## src/rtl/alu_share_arbiter.sv

```systemverilog
// alu_share_arbiter
//   Shares one 32-bit ALU between two valid/ready requesters using
//   round-robin arbitration. IDLE captures the winner's operands, EXEC
//   drives the ALU for exactly one cycle, and RESP holds the captured
//   result until the winning requester accepts it.
//   Build option: define ALU_SHARE_OPCHK_EN to reject illegal op codes
//   without touching the ALU; this also adds the resp_err port.
module alu_share_arbiter #(
    parameter int DATA_W = 32,
    parameter int OP_W   = 3,
    parameter int CNT_W  = 16
) (
    input  logic              clk,
    input  logic              rst_n,
    input  logic [1:0]        req_valid,
    output logic [1:0]        req_ready,
    input  logic [DATA_W-1:0] req_a0,
    input  logic [DATA_W-1:0] req_b0,
    input  logic [DATA_W-1:0] req_a1,
    input  logic [DATA_W-1:0] req_b1,
    input  logic [OP_W-1:0]   req_op0,
    input  logic [OP_W-1:0]   req_op1,
    output logic [1:0]        resp_valid,
    input  logic [1:0]        resp_ready,
    output logic [DATA_W-1:0] resp_result,
    output logic              resp_zero,
`ifdef ALU_SHARE_OPCHK_EN
    output logic              resp_err,
`endif
    output logic [DATA_W-1:0] alu_src_a,
    output logic [DATA_W-1:0] alu_src_b,
    output logic [OP_W-1:0]   alu_ctrl,
    input  logic [DATA_W-1:0] alu_result,
    input  logic              alu_zero,
    output logic              busy,
    output logic [CNT_W-1:0]  ops_done
);

    typedef enum logic [1:0] {
        IDLE = 2'd0,
        EXEC = 2'd1,
        RESP = 2'd2
    } state_e;

    state_e              state_q, state_d;
    logic                last_grant_q;   // port served by the most recent handshake
    logic                gnt_q;          // port currently being served
    logic [DATA_W-1:0]   a_q, b_q;
    logic [OP_W-1:0]     op_q;
    logic [DATA_W-1:0]   result_q;
    logic                zero_q;
    logic [CNT_W-1:0]    cnt_q;

    logic                gnt_sel;
    logic                accept;
    logic                handshake;
    logic [DATA_W-1:0]   sel_a, sel_b;
    logic [OP_W-1:0]     sel_op;

    // Round-robin choice: a lone requester wins, a tie goes to the port not served last
    // NOTE: every signal written in always_comb gets a default first so no latch is inferred.
    always_comb begin
        gnt_sel = 1'b0;
        case (req_valid)
            2'b10:   gnt_sel = 1'b1;
            2'b11:   gnt_sel = ~last_grant_q;
            default: gnt_sel = 1'b0;
        endcase
    end

    assign sel_a  = gnt_sel ? req_a1  : req_a0;
    assign sel_b  = gnt_sel ? req_b1  : req_b0;
    assign sel_op = gnt_sel ? req_op1 : req_op0;

`ifdef ALU_SHARE_OPCHK_EN
    localparam logic [OP_W-1:0] OP_ADD = OP_W'(3'b010);
    localparam logic [OP_W-1:0] OP_SUB = OP_W'(3'b011);
    localparam logic [OP_W-1:0] OP_SLT = OP_W'(3'b110);
    localparam logic [OP_W-1:0] OP_OR  = OP_W'(3'b100);
    localparam logic [OP_W-1:0] OP_AND = OP_W'(3'b101);

    logic op_illegal;
    logic err_q;

    // Flag any op code outside the five the ALU implements
    always_comb begin
        op_illegal = 1'b1;
        case (sel_op)
            OP_ADD, OP_SUB, OP_SLT, OP_OR, OP_AND: op_illegal = 1'b0;
            default:                               op_illegal = 1'b1;
        endcase
    end

    assign resp_err = err_q;
`endif

    // Next-state and handshake outputs; req_ready is masked while reset is held
    always_comb begin
        state_d    = state_q;
        req_ready  = 2'b00;
        resp_valid = 2'b00;
        accept     = 1'b0;
        handshake  = 1'b0;
        case (state_q)
            IDLE: begin
                if (rst_n && (req_valid != 2'b00)) begin
                    accept             = 1'b1;
                    req_ready[gnt_sel] = 1'b1;
`ifdef ALU_SHARE_OPCHK_EN
                    state_d = op_illegal ? RESP : EXEC;
`else
                    state_d = EXEC;
`endif
                end
            end
            EXEC: state_d = RESP;
            RESP: begin
                resp_valid[gnt_q] = 1'b1;
                if (resp_ready[gnt_q]) begin
                    handshake = 1'b1;
                    state_d   = IDLE;
                end
            end
            default: state_d = IDLE;
        endcase
    end

    // FSM state, round-robin pointer and saturating completion counter
    // NOTE: sequential state uses non-blocking assignments so every flop samples pre-edge values.
    always_ff @(posedge clk or negedge rst_n) begin
        if (!rst_n) begin
            state_q      <= IDLE;
            last_grant_q <= 1'b1;
            cnt_q        <= '0;
        end else begin
            state_q <= state_d;
            if (handshake) begin
                last_grant_q <= gnt_q;
                if (cnt_q != '1) begin
                    cnt_q <= cnt_q + CNT_W'(1);
                end
            end
        end
    end

    // Operand capture at grant, result capture at the end of EXEC
    always_ff @(posedge clk or negedge rst_n) begin
        if (!rst_n) begin
            gnt_q    <= 1'b0;
            a_q      <= '0;
            b_q      <= '0;
            op_q     <= '0;
            result_q <= '0;
            zero_q   <= 1'b0;
`ifdef ALU_SHARE_OPCHK_EN
            err_q    <= 1'b0;
`endif
        end else begin
            if (accept) begin
                gnt_q <= gnt_sel;
                a_q   <= sel_a;
                b_q   <= sel_b;
                op_q  <= sel_op;
`ifdef ALU_SHARE_OPCHK_EN
                err_q <= op_illegal;
                if (op_illegal) begin
                    result_q <= '0;
                    zero_q   <= 1'b1;
                end
`endif
            end
            if (state_q == EXEC) begin
                result_q <= alu_result;
                zero_q   <= alu_zero;
            end
        end
    end

    // The ALU only sees live operands during EXEC; otherwise its inputs stay quiet
    assign alu_src_a   = (state_q == EXEC) ? a_q  : '0;
    assign alu_src_b   = (state_q == EXEC) ? b_q  : '0;
    assign alu_ctrl    = (state_q == EXEC) ? op_q : '0;

    assign resp_result = result_q;
    assign resp_zero   = zero_q;
    assign busy        = (state_q != IDLE);
    assign ops_done    = cnt_q;

endmodule

```

## config.mk

```make
export PLATFORM = sky130hd
export DESIGN_NAME = alu_share_arbiter
export DESIGN_NICKNAME = d
export VERILOG_FILES = /design/src/rtl/alu_share_arbiter.sv
export SDC_FILE = /design/constraint.sdc
export NUM_CORES = 1
export LEC_CHECK = 0
export ABC_AREA = 1
export CAP_MARGIN = 15
export CORE_ASPECT_RATIO = 0.75
export CORE_MARGIN = 8
export CORE_UTILIZATION = 37
export CTS_CLUSTER_SIZE = 30
export DETAILED_ROUTE_END_ITERATION = 8
export PLACE_DENSITY = 0.84
export SLEW_MARGIN = 10
export SYNTH_ARGS = -nofsm -noshare
export SYNTH_HDL_FRONTEND = slang
export SYNTH_SLANG_ARGS = --single-unit
```

## constraint.sdc

```tcl
create_clock -name clk -period 1.66 [get_ports clk]
set_input_delay 0.498 -clock clk [delete_from_list [all_inputs] [get_ports clk]]
set_output_delay 0.498 -clock clk [all_outputs]
set_load 0.03 [all_outputs]
```

---- Yosys cells after proc, flatten, opt, wreduce, memory -nomap -nowiden ----
Index checks and enable logic that the tools add are counted.
word-level totals
  flip-flop bits (word level) ............. 120
  logic and storage cells ................. 53
  input bits .............................. 173
cells by class
  mux-type cells .......................... 23
  reductions and logical operators ........ 8
  bitwise gates (word level) .............. 1
  add/sub/neg operators ................... 1
  magnitude comparators ................... 4
  equality and inequality tests ........... 7
operators by type and width
  cell                   number
  $mux 32                4
  $add 16x1->16 const B  1
  $ne 16x16->1 const B   1
  $mux 2                 5
  $mux 1                 8
  $eq 2x2->1 const B     3
  $mux 3                 2
  $pmux 2 s3             1
  $lt 1x2->1 const B     2
  $ne 2x2->1 const B     2
  $reduce_and 2->1       2
  $reduce_bool 2->1      2
  $logic_and 1x1->1      3
  $demux 1 s1            2
  $eq 2x1->1 const B     1
  $ge 1x1->1 const B     2
  $logic_not 2->1        1
  $pmux 1 s2             1
  $not 1->1              1

---- Longest topological paths before layout ----
Gate-level depths: netlist of the first run.
  depth after elaboration ................. 8
  mapped depth ............................ 9
  depth with buffers taken out ............ 8

---- Worst setup path after synthesis of the first run ----
OpenSTA, ideal clock, no wires.
  path kind ............................... reg2out
  start point ............................. register state_q[1]
  end point ............................... output alu_ctrl[0]
  data arrival time ....................... 1.393 ns
  cell stages (with the launch flop) ...... 7
  setup slack ............................. -0.231 ns
  data required time ...................... 1.162 ns
  path buffers ............................ 3
  path through ............................ dfrtp_1 inv_1 nand2_1 buf_2 buf_2 buf_2 nor2_1
between the ends
  longest elaborated chain between the ends .. 2
ends and longest elaborated chain
  item                    line  text
  from (decl)             45    state_e state_q, state_d;
  from (signal assigned)  136   state_q <= state_d;
  $eq 2x1->1              182   assign alu_ctrl = (state_q == EXEC) ? op_q : '0;
  $mux 3                  182
  to (decl)               32    output logic [OP_W-1:0] alu_ctrl,
No other way between the ends.

---- Worst setup path in the final report of the first run ----
  start point ............................. register state_q[0]
  end point ............................... output alu_src_a[21]
between the ends
  longest elaborated chain between the ends .. 2
ends and longest elaborated chain
  item        line  text
  $eq 2x1->1  180   assign alu_src_a = (state_q == EXEC) ? a_q : '0;
  $mux 32     180
  to (decl)   30    output logic [DATA_W-1:0] alu_src_a,
No other way between the ends.

==> results of run 1 <==
## tightest hold or removal path: stages (launching register included)
cell,delay [ns]
dfrtp_1,0.34
nand2_1,0.05
nand3_1,0.07
## synthesized netlist by cell type (all sizes together)
cell type and n:
mux2 33, o21ai 7, nand4 10, clkinv 1, a21oi 1, nand3 77, nand2 275, dfstp 1
nor2 93, inv 91, nand3b 1, xnor2 3, dfrtp 119, buf 29, xor2 2, clkbuf 5
ha 1, o21a 1
## layout by cell type, fill, tap and decap left out, types with 3 or more instances in the layout
cell and instances:
clkdlybuf4s50_1 169, bufinv_16 6, buf_4 31, buf_12 12, xnor2_1 3, dfrtp_1 116
clkinv_2 3, nand4_1 10, clkbuf_2 19, inv_1 89, nor2_2 3, dfrtp_2 3
buf_16 8, nand3_1 76, nor2_1 20, clkbuf_1 3, nand2_4 3, buf_6 73
nor2_4 70, clkdlybuf4s15_1 5, clkbuf_16 21, nand2_1 269, o21ai_1 4, mux2_2 33
clkdlybuf4s15_2 16, clkinv_4 3
## cells by family (layout without fill, tap and decap cells)
logic type / Yosys count / count (layout)
multiplexers: 33 / 33
buffers and inverters: 126 / 465
flip-flops: 120 / 120
AO/OA/AOI/OAI: 9 / 9
XOR/XNOR: 5 / 5
AND/OR/NAND/NOR: 456 / 457
adder cells (fa/ha/maj): 1 / 1
## layer usage
metal | global-route usage [%] | up-vias | wire length [microns] | share of wire, %
met5 | 0 | - | 0 | 0
met4 | 6.30 | 0 | 418 | 1.8
met3 | 8.39 | 32 | 2280 | 9.8
met2 | 37.7 | 271 | 11500 | 50
met1 | 26.7 | 3000 | 9030 | 39
li1 | - | 2967 | - | -
## power by group
group / internal, W / leakage [nW] / switching, W
clock: 0.00282 / 0.318 / 0.00136
sequential: 0.00429 / 1.48 / 0.000792
combinational: 0.00357 / 3.17 / 0.00497
## final cells by class
type                    instances  area [sq um]
repair buffers                341          3660
flip-flops and latches        120          3010
fillers                      1162          4950
clock buffers                  20           437
well taps                     210           263
clock inverters                12           224
multi-input cells             505          2920
inverters                      92           349
## sequential cells by signal, summed over array words and instances, names as in the netlist
register	flops
state_q	2
ops_done	16
resp_zero	1
last_grant_q	1
a_q	32
b_q	32
resp_result	32
gnt_q	1
op_q	3
## worst paths after layout
path / start / endpoint / slack [ns] / cells past startpoint
setup / recovery: state_q[0] / alu_src_a[21] / -0.38 / 4
hold / removal: b_q[10] / b_q[10] / 0.50 / 2
max in group asynchronous: rst_n / b_q[10] / 0.25 / 4
setup reg to reg: state_q[0] / resp_result[3] / 0.06 / 5
min in group asynchronous: rst_n / resp_result[14] / 0.59 / 3
hold reg to reg: b_q[10] / b_q[10] / 0.50 / 2
## metrics by stage
stage          total power (W)  setup WS [ns]  cells  area, sq um
6_report                0.0178         -0.378   1300        10900
5_1_grt                 0.0188         -0.438   1300        10900
4_1_cts                 0.0177         -0.425   1295        10700
3_5_place_dp            0.0128         -0.466   1248         9460
3_3_place_gp            0.0126         -0.462   1248         9460
2_1_floorplan          0.00997        -0.0602    750         6410
## repair_timing
action | in CTS | in global routing
pin swaps | 5 | 6
endpoints found under the setup margin | 113 | 185
gates cloned | 6 | 4
hold buffers | 1 | 0
buffers inserted | 8 | 5
gates resized for setup | 192 | 60
hold endpoints to repair | 1 | 0
==> impl_metrics.tcl, run 1 <==
set metrics [dict create \
    status "finished with violations" \
    failed_checks "negative setup slack" \
    yosys-top-cells-area "dfrtp_1, nand2_1, nand3_1" \
    skew_ns 0.00861 \
    max-cap-violations 0 \
    synth-simple-area-share_pct 32.0 \
    synth-xor-area-share_pct 0.740 \
    drc_errors 0 \
    path_cells "nand2_8 -> buf_16 -> nor2_4 -> buf_6" \
    final-max-slew-violation-count 0 \
    insertedDiodeCount 0 \
    cpMaxStageDelayCell "dfrtp_2" \
    routed_wl_microns 23300 \
    syn_area_sq_mm 0.00592 \
    ir_worst_vdd_uv 923 \
    core_area_sq_mm 0.0158 \
    drive_gt1_share_pct 28.9 \
    vias 6270 \
    period_needed_ns 2.04 \
    crit_required_ns 1.16 \
    fin_util_pct 68.7 \
    clkLatencyLatePin_ns 0.41 \
    fp-row-count 40 \
    synthAdderAreaFrac_pct 0.211 \
    dieArea_sq_mm 0.0203 \
    relSlewSlack_pct 56.3 \
    critPathTopFamily "flip-flops" \
    synth_top_area_share_pct 50.3 \
    worst-path-buf-inv 2 \
    worstPathMaxFanout 7 \
    cts_buffers 17 \
    synth_top_family_by_area "simple AND/OR/NAND/NOR gates" \
    final_hold_viol_count 0 \
    cts_tree "done" \
    dieHeight_microns 126 \
    p_per_area_mw_per_mm2 1640 \
    tightest_slew_ns 0.656 \
    netlist_instances 750 \
    cts_sinks 120 \
    avgRoutedWirePerCell_microns 17.9 \
    avgSynthCellArea_sq_um 7.89 \
    start_kind "register" \
    synth_nets 924 \
    p_leak_nw 4.97 \
    ys.warnings.count 0 \
    nNetsFinal 1251 \
    grt_start_max_net_pins 120 \
    drt_iter0_markers 539 \
    synth_compound_area_share_pct 0.867 \
    max_stage_delay_ns 0.52 \
    post-route-period-util_pct 123 \
    dp_hpwl_microns 15700 \
    antenna_found_initial 0 \
    setup_viol 72 \
    ys_types 28 \
    h-tree-depth 4 \
    drtAntennaViolNets 0 \
    rsz0062_at_grt "yes" \
    grt_pass1_wl_microns 36100 \
    io_pins 294 \
    drt_pre_antenna_iters 4 \
    ys_ff_latch 120 \
    clk_pin_slew_ns 0.05 \
    grtUsageTotal_pct 22.6 \
    area_growth_pct 83.6 \
    hold_class "register to register" \
    grt-ovfl-total 0 \
    vias_per_cell 4.82 \
    cts-root-buf "clkbuf_16" \
    port_buffers 293 \
    fmax_mhz 491 \
    clockBufferDepth 2 \
    setup_tns_ns -24.78 \
    holdWs_ns 0.495 \
    endpoint_kind "output port" \
    synthMuxAreaShare_pct 6.28 \
    die_w_microns 162 \
    start_util_pct 37.4 \
    crit_arrival_ns 1.54 \
    synth_seq_area_share_pct 50.8 \
    synth_largest_area_cell "dfrtp_1" \
    place_congestion 0.822 \
    layout_setup_ws_ns -0.378 \
    grt_pass1_vias 6539 \
    critPathKind "register to output port" \
]
Note: power is estimated with default switching activity, not from simulation.
==> inputs of run 2 (changes only) <==
- CAP_MARGIN: 15 -> 20
- CORE_UTILIZATION: 37 -> 57
- DONT_BUFFER_PORTS: not set -> 1
- PLACE_DENSITY: 0.84 -> 0.81
==> impl_metrics.tcl, run 2 (synthesis gave the netlist of run 1 again) <==
set metrics [dict create \
    status "finished with violations" \
    failed_checks "negative hold slack, negative setup slack" \
    drc_errors 0 \
    clk_pin_slew_ns 0.05 \
    final-max-slew-violation-count 0 \
    ir_worst_vdd_uv 1290 \
    layout_setup_ws_ns -0.315 \
    holdWs_ns -0.207 \
    relSlewSlack_pct 73.5 \
    dp_cells 894 \
    vias 5205 \
    dp_hpwl_microns 13300 \
    grt_pass1_vias 5395 \
    cts_buffers 17 \
    fillerInstances 679 \
    drt_pre_antenna_iters 7 \
    fin_util_pct 75.5 \
    cts-root-buf "clkbuf_16" \
    post-route-period-util_pct 119 \
    hold_class "primary input to async pin" \
    rsz0062_at_grt "yes" \
    grtUsageTotal_pct 26.3 \
    port_buffers 0 \
    grt_start_max_net_pins 122 \
    area_growth_pct 30.2 \
    vias_per_cell 5.54 \
    layout.cells.non_filler 939 \
    fp-row-count 32 \
    worstPathMaxFanout 7 \
    top_layer "met4" \
    drive_gt1_share_pct 26.0 \
    die_w_microns 134 \
    wl_met1_microns 6770 \
    setup_tns_ns -19.14 \
    avgRoutedWirePerCell_microns 20.1 \
    cts_sinks 120 \
    cts_tree "done" \
    tightest_slew_ns 0.397 \
    grt-ovfl-total 0 \
    grt_pass1_wl_microns 29100 \
    endpoint_kind "output port" \
    start_util_pct 58.0 \
    h-tree-depth 4 \
    nNetsFinal 967 \
    clkLatencyLatePin_ns 0.40 \
    final_common_cell "nand2_1" \
    final_cell_mix "nand2_1, dfrtp_1, inv_1, nand3_1, nor2_4" \
    max-cap-violations 0 \
    core_area_sq_mm 0.0102 \
    place_congestion 0.909 \
    met3_wirelength_microns 1860 \
    dieHeight_microns 104 \
    critPathKind "register to output port" \
    skew_ns 0.0106 \
    period_needed_ns 1.97 \
    fmax_mhz 506 \
    final_hold_viol_count 119 \
    io_pins 294 \
    dieArea_sq_mm 0.0139 \
    setup_viol 72 \
    wl_met2_microns 9780 \
    drt_iter0_markers 328 \
    p_per_area_mw_per_mm2 1980 \
    start_kind "register" \
    insertedDiodeCount 0 \
    crit_required_ns 1.16 \
    routed_wl_microns 18800 \
    p_leak_nw 3.59 \
    drtAntennaViolNets 0 \
    antenna_found_initial 0 \
    clockBufferDepth 2 \
    crit_arrival_ns 1.48 \
]
-- run 2: final cells by class --
class	count	area [sq um]	area share, %
Clock buffer	19	453	5.88
Timing Repair Buffer	57	706	9.16
Sequential cell	120	3010	39.0
Clock inverter	10	105	1.36
Tap cell	136	170	2.21
Inverter	92	349	4.53
Multi-Input combinational cell	505	2920	37.9
-- run 2: stage by stage --
stage	power, W	area, sq um	worst slack, ns
floorplan	0.00997	6410	-0.0602
global placement	0.0109	6740	-0.0122
detailed placement	0.0111	6740	-0.0818
CTS	0.0149	7510	-0.346
global route	0.0160	7710	-0.369
finish	0.0152	7710	-0.315
-- run 2: report_power, final --
group / leakage, nW / internal [W] / switching, W / total (W)
Sequential: 1.48 / 0.00428 / 0.00173 / 0.00602
Combinational: 1.84 / 0.00214 / 0.00362 / 0.00575
Clock: 0.276 / 0.00224 / 0.00122 / 0.00346
-- run 2: layer usage --
| layer | vias up | GRT usage, % |
|---|---|---|
| li1 | 2378 | - |
| met1 | 2533 | 29.1 |
| met2 | 264 | 45.5 |
| met3 | 30 | 9.80 |
| met4 | 0 | 8.95 |
| met5 | - | 0 |
-- run 2: repair_timing --
item | in CTS | in global routing
gates cloned | 4 | 4
pin swaps | 9 | 16
endpoints found under the hold margin | 120 | 120
endpoints found under the setup margin | 72 | 108
gates resized for setup | 22 | 15
setup buffers | 2 | 6
-- run 2: critical path, stage by stage, from the launching register on --
cell       delay, ns
dfrtp_1         0.40
inv_4           0.12
nand2_8         0.12
clkbuf_16       0.21
nor2_4          0.23
-- run 2: final timing paths --
check                            from        endpoint  slack (ns)  cells after the start
setup / recovery           state_q[1]   alu_src_b[29]       -0.31                      4
setup reg to reg           state_q[0]  resp_result[0]        0.03                      6
hold / removal                  rst_n     ops_done[1]       -0.21                      0
hold reg to reg               b_q[30]         b_q[30]        0.49                      2
min in group clk            req_b1[7]          b_q[7]        0.22                      2
max in group asynchronous       rst_n    last_grant_q        1.64                      0
==> inputs of run 3 (changes only) <==
- CORE_AREA: not set -> 2 2 115 117
- CORE_ASPECT_RATIO: 0.75 -> not set
- CORE_MARGIN: 8 -> not set
- CORE_UTILIZATION: 57 -> not set
- DIE_AREA: not set -> 0 0 117 119
- GPL_ROUTABILITY_DRIVEN: not set -> 0
- PLACE_DENSITY: 0.81 -> 0.7
==> impl_metrics.tcl, run 3 (synthesis gave the netlist of run 1 again) <==
set metrics [dict create \
    cts_sinks 120 \
    drt_iter0_markers 289 \
    clockBufferDepth 2 \
    failed_checks "negative hold slack, negative setup slack" \
    insertedDiodeCount 0 \
    layout_setup_ws_ns -0.373 \
    dieArea_sq_mm 0.0139 \
    routed_wl_microns 15700 \
    grt_pass1_vias 5099 \
    fmax_mhz 492 \
    dieHeight_microns 119 \
    ir_worst_vdd_uv 1120 \
    path_cells "inv_2 -> nand2_4 -> buf_12 -> clkbuf_16 -> nor2_4" \
    p_leak_nw 3.58 \
    h-tree-depth 4 \
    cts_buffers 17 \
    final_common_cell "nand2_1" \
    period_needed_ns 2.03 \
    holdWs_ns -0.221 \
    core_area_sq_mm 0.0129 \
    relSlewSlack_pct 76.3 \
    grtUsageTotal_pct 22.7 \
    drt_pre_antenna_iters 5 \
    final_hold_viol_count 120 \
    crit_required_ns 1.16 \
    rsz0062_at_grt "yes" \
    worstPathMaxFanout 9 \
    dp_cells 933 \
    grt_start_max_net_pins 122 \
    setup_viol 72 \
    skew_ns 0.0106 \
    grt_pass1_wl_microns 24300 \
    drc_errors 0 \
    fp-row-count 42 \
    start_kind "register" \
    vias 4991 \
    tightest_slew_ns 0.356 \
    dp_hpwl_microns 11100 \
    final_cell_mix "nand2_1, dfrtp_1, inv_1, nand3_1, nor2_4" \
    layout.cells.non_filler 972 \
    drive_gt1_share_pct 24.7 \
    vias_per_cell 5.13 \
    critPathKind "register to output port" \
    avgRoutedWirePerCell_microns 16.1 \
    hold_class "primary input to async pin" \
    crit_arrival_ns 1.54 \
    fillerInstances 1137 \
    p_per_area_mw_per_mm2 1990 \
    port_buffers 0 \
    setup_tns_ns -22.07 \
    endpoint_kind "output port" \
    final-max-slew-violation-count 0 \
    post-route-period-util_pct 122 \
    cts-root-buf "clkbuf_16" \
    drtAntennaViolNets 0 \
    antenna_found_initial 0 \
    multi_input_area_sq_mm 0.00286 \
    nNetsFinal 958 \
    max_stage_delay_ns 0.39 \
    clkLatencyLatePin_ns 0.41 \
    regArea_sq_mm 0.00300 \
    status "finished with violations" \
    fin_util_pct 59.5 \
    cts_tree "done" \
    max-cap-violations 0 \
    start_util_pct 46.0 \
    io_pins 294 \
    area_growth_pct 29.4 \
    die_w_microns 117 \
    power_w 0.0152 \
    cpMaxStageDelayCell "dfrtp_1" \
    clk_pin_slew_ns 0.06 \
    grt-ovfl-total 0 \
]
-- run 3: changes by cell type in the layout (fill, tap and decap cells not counted), sizes merged --
cell	delta
bufinv	+2
clkbuf	+2
nand2	-1
buf	-7
clkinv	-1
clkinvlp	-2
-- run 3: where the power goes --
part,total [W],switching (W),internal (W)
logic,0.00539,0.00339,0.00200
registers,0.00596,0.00168,0.00428
clock network,0.00389,0.00124,0.00265
-- run 3: repair_timing --
item,in CTS,in global routing
resized for setup,15,8
buffers inserted,3,0
pin swaps,5,7
gates cloned,2,3
setup endpoints to repair,72,80
hold endpoints to repair,120,120
-- run 3: worst max-delay path: cells and delay by family, from the launching register on --
| kind | cells | cell delay [ns] |
|---|---|---|
| buf+inv | 3 | 0.43 |
| flops | 1 | 0.39 |
| simple gates | 2 | 0.30 |
-- run 3: layout make-up --
class                   instances  area share [%]
flip-flops and latches        120            39.2
multi-input cells             504            37.4
repair buffers                 49            7.73
clock buffers                  22            6.32
inverters                      92            4.53
well taps                     176            2.88
clock inverters                 9            1.90
-- run 3: worst paths after layout --
kind	start	endpoint	slack (ns)	cells past startpoint
max	state_q[1]	alu_src_b[28]	-0.37	5
min	rst_n	ops_done[9]	-0.22	0
max reg2reg	state_q[0]	b_q[5]	0.15	8
min reg2reg	last_grant_q	last_grant_q	0.49	2
max in group asynchronous	rst_n	last_grant_q	1.69	0
min in group clk	req_b1[20]	b_q[20]	0.21	2
-- run 3: metal layers --
layer,vias to the layer above,GRT usage [%],wire length (microns)
met2,242,37.0,7720
met3,54,7.99,1520
met4,0,13.5,696
met5,-,0,0
li1,2363,-,-
met1,2332,25.2,5750
-- run 3: per-stage QoR --
| step | cell area (sq um) | worst slack, ns | hold slack, ns |
|---|---|---|---|
| global route | 7660 | -0.421 | -0.239 |
| finish | 7660 | -0.373 | -0.221 |
| global placement | 6800 | 0.0335 | 0.206 |
| CTS | 7560 | -0.399 | -0.244 |
| detailed placement | 6800 | 0.0291 | 0.206 |
| floorplan | 6410 | -0.0602 | 0.202 |
